<file path="config.mk">
export PLATFORM = sky130hd
export DESIGN_NAME = color_ram_arbiter
export DESIGN_NICKNAME = d
export VERILOG_FILES = /design/src/rtl/color_ram_arbiter.sv
export SDC_FILE = /design/constraint.sdc
export NUM_CORES = 1
export LEC_CHECK = 0
export ABC_CLOCK_PERIOD_IN_PS = 4900
export CAP_MARGIN = 20
export CORE_MARGIN = 10
export CORE_UTILIZATION = 37
export CTS_BUF_LIST = sky130_fd_sc_hd__clkbuf_16
export DETAILED_ROUTE_END_ITERATION = 8
export PLACE_DENSITY = 0.84
export RECOVER_POWER = 100
export SETUP_SLACK_MARGIN = 0.2
export SKIP_CTS_REPAIR_TIMING = 1
export SYNTH_ARGS = -nofsm -noshare
export SYNTH_HDL_FRONTEND = slang
export SYNTH_SLANG_ARGS = --single-unit
</file>
<file path="constraint.sdc">
create_clock -name clk -period 4.9 [get_ports clk]
set_clock_uncertainty 0.1 [all_clocks]
set_input_delay 1.225 -clock clk [delete_from_list [all_inputs] [get_ports clk]]
set_output_delay 1.225 -clock clk [all_outputs]
set_load 0.01 [all_outputs]
</file>
<file path="src/rtl/color_ram_arbiter.sv">
// Colour RAM arbiter: video palette lookups own every pixel slot, the CPU is served between slots.
// Build option COLOR_RAM_BLANK_ONLY_EN restricts CPU access to blanking and disables slot stealing.
module color_ram_arbiter #(
    parameter int AW       = 10,
    parameter int DW       = 16,
    parameter int MAX_WAIT = 4
) (
    input  logic          clk,
    input  logic          rst,
    input  logic          pix_en,
    input  logic          blank,
    input  logic [AW-1:0] vid_addr,
    input  logic          cpu_req,
    input  logic          cpu_we,
    input  logic [AW-1:0] cpu_addr,
    input  logic [DW-1:0] cpu_wdata,
    output logic          cpu_ack,
    output logic [DW-1:0] cpu_rdata,
    output logic [AW-1:0] ram_addr,
    output logic          ram_we_b,
    output logic [DW-1:0] ram_din,
    input  logic [DW-1:0] ram_dout,
    output logic [DW-1:0] pix_data,
    output logic          pix_valid,
    output logic          steal
);

    localparam int WCW = (MAX_WAIT > 0) ? $clog2(MAX_WAIT + 1) : 1;
    localparam logic [WCW-1:0] WAIT_MAX = WCW'(MAX_WAIT);

    localparam logic [1:0] IDLE    = 2'd0;
    localparam logic [1:0] ISSUE   = 2'd1;
    localparam logic [1:0] RD_WAIT = 2'd2;
    localparam logic [1:0] ACK     = 2'd3;

    logic [1:0]     state;
    logic [1:0]     state_nxt;
    logic [WCW-1:0] wait_cnt;
    logic           steal_cond;
    logic           cpu_grant;
    logic           vid_slot;
    logic           vid_d1;

`ifdef COLOR_RAM_BLANK_ONLY_EN
    // CPU only touches the RAM during blanking, so video never loses a slot.
    assign steal_cond = 1'b0;
    assign cpu_grant  = (state == ISSUE) && blank && !pix_en;
`else
    logic unused_blank;
    assign unused_blank = blank;
    assign steal_cond = (state == ISSUE) && pix_en && (MAX_WAIT != 0) && (wait_cnt == WAIT_MAX);
    assign cpu_grant  = (state == ISSUE) && (!pix_en || steal_cond);
`endif

    assign vid_slot = pix_en && !steal_cond;

    // RAM port is driven combinationally: the RAM registers the address itself.
    always_comb begin
        ram_addr = '0;
        ram_we_b = 1'b1;
        ram_din  = '0;
        steal    = 1'b0;
        if (!rst) begin
            steal = steal_cond;
            if (vid_slot) begin
                ram_addr = vid_addr;
            end else if (cpu_grant) begin
                ram_addr = cpu_addr;
                if (cpu_we) begin
                    ram_we_b = 1'b0;
                    ram_din  = cpu_wdata;
                end
            end
        end
    end

    always_comb begin
        state_nxt = state;
        case (state)
            IDLE:    if (cpu_req && !cpu_ack) state_nxt = ISSUE;
            ISSUE:   if (cpu_grant) state_nxt = cpu_we ? ACK : RD_WAIT;
            RD_WAIT: state_nxt = ACK;
            ACK:     state_nxt = IDLE;
            default: state_nxt = IDLE;
        endcase
    end

    always_ff @(posedge clk) begin
        if (rst) begin
            state     <= IDLE;
            wait_cnt  <= '0;
            cpu_ack   <= 1'b0;
            cpu_rdata <= '0;
            vid_d1    <= 1'b0;
            pix_valid <= 1'b0;
            pix_data  <= '0;
        end else begin
            state     <= state_nxt;
            cpu_ack   <= (state_nxt == ACK);
            vid_d1    <= vid_slot;
            pix_valid <= vid_d1;
            if (vid_d1)
                pix_data <= ram_dout;
            if (state == RD_WAIT)
                cpu_rdata <= ram_dout;
            if (state == ACK)
                wait_cnt <= '0;
            else if ((state == ISSUE) && !cpu_grant && pix_en && (wait_cnt != WAIT_MAX))
                wait_cnt <= wait_cnt + 1'b1;
        end
    end

endmodule

</file>
### Word-level counts from Yosys, hierarchy flattened

Index checks and enable logic that the tools add are counted.

* output and inout port bits: 62
* input port bits: 58
* flip-flop bits (word level): 40

* $add $sub $neg: 1
* equal/unequal tests: 6
* reduce and logical (&&, ||, !) cells: 15
* multiplexer cells: 16

Operator list (number)
* 2-to-1 mux 16 bit: 4
* 2-to-1 mux 10 bit: 3
* logical AND 1 bit: 8
* case mux 2 bit (4 select lines): 1
* == test 2 bit, second input constant: 3
* 2-to-1 mux 1 bit: 6
* logical NOT 1 bit: 4
* 2-to-1 mux 2 bit: 2
* adder 3 x 1 -> 3 bit, second input constant: 1
* == test 3 bit, second input constant: 1
* inequality test 3 bit, second input constant: 1
* == test 2 x 1 -> 1 bit, second input constant: 1
* logical NOT 2 bit: 1
* OR reduction 2 bit: 1
* logical OR 1 bit: 1

### Longest topological paths before layout

* depth after elaboration: 9
* depth in mapped cells: 6

### Worst setup path before layout

OpenSTA, ideal clock, no wires.

* kind: input port to output port
* from: in rst
* to: out ram_din[0]
* setup slack: 1.607 ns
* path buffers: 1
* data required time: 3.575 ns
* cell stages on the path: 4
* data arrival time: 1.968 ns
* cells stage by stage: nand4bb_1 -> a21oi_2 -> buf_4 -> and2_1

* longest elaborated chain between the ends: 1

Ends and longest elaborated chain
* start, declared: RTL line 9 `input logic rst,`
* 2-to-1 mux 16 bit: RTL line 63 `if (!rst) begin`
* end, declared: RTL line 21 `output logic [DW-1:0] ram_din,`

Every way passes these cells.

### Worst setup path in the final report

* from: in pix_en
* to: out ram_addr[7]

* longest elaborated chain between the ends: 7

Ends and longest elaborated chain
* start, declared: RTL line 10 `input logic pix_en,`
* logical AND 1 bit (2 in a row): RTL line 51 `assign steal_cond = (state == ISSUE) && pix_en && (MAX_WAIT != 0) && (wait_cnt == WAIT_MAX);`
* logical OR 1 bit: RTL line 52 `assign cpu_grant = (state == ISSUE) && (!pix_en || steal_cond);`
* logical AND 1 bit: RTL line 52
* 2-to-1 mux 10 bit: RTL line 67 `end else if (cpu_grant) begin`
* 2-to-1 mux 10 bit *: RTL line 65 `if (vid_slot) begin`
* 2-to-1 mux 10 bit *: RTL line 63
* end, declared: RTL line 19 `output logic [AW-1:0] ram_addr,`

Mark *: on every way between the ends. The rest lies on a longest branch, timed or not.

==> flow_summary.toml <==
[logic_synthesis]
yosys_warnings = 0
synth_top_family_by_area = "simple AND/OR/NAND/NOR gates"
netlist_area_mm2 = 0.00172
synth_compound_area_share_pct = 14.6
syn_area_per_cell_um2 = 8.82
synth-xor-area-share_pct = 0
synth-adder-area-share_pct = 1.46
synth_cell_types = 26
synth-seq-area-share_pct = 46.6
syn_nets = 255
synth-simple-area-share_pct = 23.4
synthCells = 195
synth_mux_area_share_pct = 9.90
ys_ff_latch = 40

[worst_setup_path]
crit_path_max_incr_delay_ns = 0.54
cp_top_family = "buffers and inverters"
crit_path_frequent_cell = "clkdlybuf4s50_1"
rr_startpoint = "vid_d1$_SDFF_PP0_"
reg2reg_depth = 2
setup.worst_path.start_class = "primary input"
crit_arrival_ns = 3.23
crit_type = "in2out"
cp_num_buf_inv = 2
critical_path_required_ns = 3.58
reg2reg_slack_ns = 3.27
crit_slowest_cell = "clkdlybuf4s50_1"
cp_max_fo = 10
path_cells = "clkdlybuf4s50_1, a21boi_0, nor3_2, a22o_1, clkdlybuf4s50_1"
r2r-end = "pix_data[15]$_SDFFE_PP0P_"
critPathCaptureType = "output port"

[worst_hold_path]
hold_depth = 2
hold_path_startpoint = "cpu_rdata[2]$_SDFFE_PP0P_"
worstHoldEndpoint = "cpu_rdata[2]$_SDFFE_PP0P_"
hold_class = "reg2reg"

[cts]
clockBufferDepth = 2
cts_tree = "built"
insertion_delay_ns = 0.28
root_buffer = "clkbuf_16"
cts_buffers = 5
cts.clk_slew.worst_paths_ns = 0.06
cts_sinks = 40
htree_levels = 2

[power_and_ir_drop]
finalPower_w = 0.000844
ir_drop_mv = 0.236
power_density_mw_per_mm2 = 275
power.leakage_nw = 1.30

[outcome]
violations = "capacitance limit, slew limit"
status = "finished with violations"

[global_routing]
antenna_found_initial = 0
grtUsageTotal_pct = 14.4
grt_max_degree = 39
grt_pass1_vias = 1796
grt_pass1_wl_mm = 8.90
grt-ovfl-total = 0

[place]
gp_congestion = 0.765
port_buffers = 118
preCtsSetupSlack_ns = 0.374
dpl.hpwl_mm = 4.49

[route]
drc = 0
wl_per_cell_um = 15.7
drt_iter0_markers = 34
drt_pass1_iterations = 4
ant_nets = 0
wl_mm = 5.71
vias_per_cell = 4.79
vias = 1742

[timing]
finalSetupViolations = 0
final-hold-violation-count = 0
slew_headroom_pct = -4.54
fmax_mhz = 219
slew_violations = 39
tns_ns = 0
rsz0062_at_grt = "no"
layout_setup_ws_ns = 0.343
min_period_ns = 4.56
timing.final.crit_share_pct = 93.0
worst_slew_pin_slew_ns = 1.57

[die]
die_x_um = 88.2
boundaryPins = 120
die_y_um = 88.2
start_util_pct = 38.9
die_area_mm2 = 0.00777
num_rows = 24
coreArea_mm2 = 0.00441

[finish]
num_antenna_cells = 0
fin_util_pct = 69.6
final_nets = 371
syn_to_final_growth_pct = 78.6
drive_above_1_share_pct = 4.17

[job]
maxCapViolCount = 1
## final cells by class
cell class / count / area, µm²
sequential: 40 / 801
multi-input combinational: 140 / 850
clock buffer: 5 / 125
tap: 52 / 65.1
clock inverter: 3 / 18.8
timing repair buffer: 121 / 1200
inverter: 3 / 11.3
fill: 365 / 1340
## worst max path at each step
stage / end / slack (ns) / cells after the start / startpoint
final: ram_addr[7] / 0.34 / 5 / pix_en
after global routing: ram_addr[6] / 0.17 / 5 / pix_en
after CTS: ram_din[11] / 0.36 / 5 / rst
after detailed placement: ram_din[11] / 0.37 / 5 / rst
after global placement: ram_din[5] / 0.39 / 5 / rst
after floorplan: ram_din[0] / 1.61 / 4 / rst
## flip-flops by register name (all words and copies together), names as in the netlist
name / count
cpu_rdata: 16
pix_data: 16
wait_cnt: 3
state: 2
cpu_ack: 1
pix_valid: 1
vid_d1: 1
## per-layer routing
layer	GRT usage [%]	vias up	share of wire, %
met2	23.5	76	49
met1	15.4	777	37
li1	-	887	-
met3	9.29	2	13
met5	0	-	0
met4	2.71	0	0.25
## cell families (layout without fill, tap and decap cells)
family                     count (synthesis)  count (layout)
AOI/OAI and AO/OA                         38              38
DFF                                       40              40
and+or+nand+nor                           83              83
adders and majority gates                  2               2
buffers and inverters                     15             132
muxes                                     17              17
## report_power, final
group	internal (W)	switching (W)	total, W	leakage, nW
combinational	0.000100	0.0000699	0.000170	0.899
clock	0.000187	0.000126	0.000313	0.0736
sequential	0.000345	0.0000155	0.000360	0.326
## synthesized netlist by cell type
library cell,count,area (µm²)
nand2_1,33,124
nor3_4,1,16.3
clkbuf_1,1,3.75
a21oi_2,1,8.76
nand3_1,3,15.0
o311ai_0,1,8.76
buf_1,2,7.51
mux2i_1,17,170
nand4bb_1,1,11.3
nand2b_1,4,25.0
nor2b_1,5,31.3
nand4b_1,1,8.76
nor2_1,19,71.3
ha_1,2,25.0
a21bo_2,1,10.0
inv_1,3,11.3
buf_2,8,40.0
buf_4,1,7.51
a21boi_1,1,7.51
dfxtp_1,40,801
a21boi_0,2,15.0
a22o_1,10,87.6
a21oi_1,18,90.1
o21bai_1,1,7.51
o21ai_0,3,15.0
and2_1,16,100
## per-stage QoR
stage,hold WS [ns],instances,instance area [µm²]
2_1_floorplan,0.372,195,1720
3_3_place_gp,0.342,356,2930
3_5_place_dp,0.346,356,2930
4_1_cts,0.354,364,3070
5_1_grt,0.367,364,3070
6_report,0.349,364,3070
## cells in the final DEF (no fill, tap or decap), types with 3 or more instances in the layout
master	count
clkdlybuf4s50_1	68
inv_1	3
o21ai_0	3
a22o_1	10
nand2_1	33
and2_1	14
clkbuf_16	5
nor2b_1	5
dfxtp_1	40
a21oi_1	18
a21boi_0	3
dlygate4sd3_1	50
nand3_1	3
nor2_1	19
mux2i_1	17
nand2b_1	4
## worst min-delay path, stage by stage, from the launching register on
cell	delay, ns
dfxtp_1	0.30
nand2_1	0.05
a21oi_1	0.05
(Power assumes the default switching activity.)
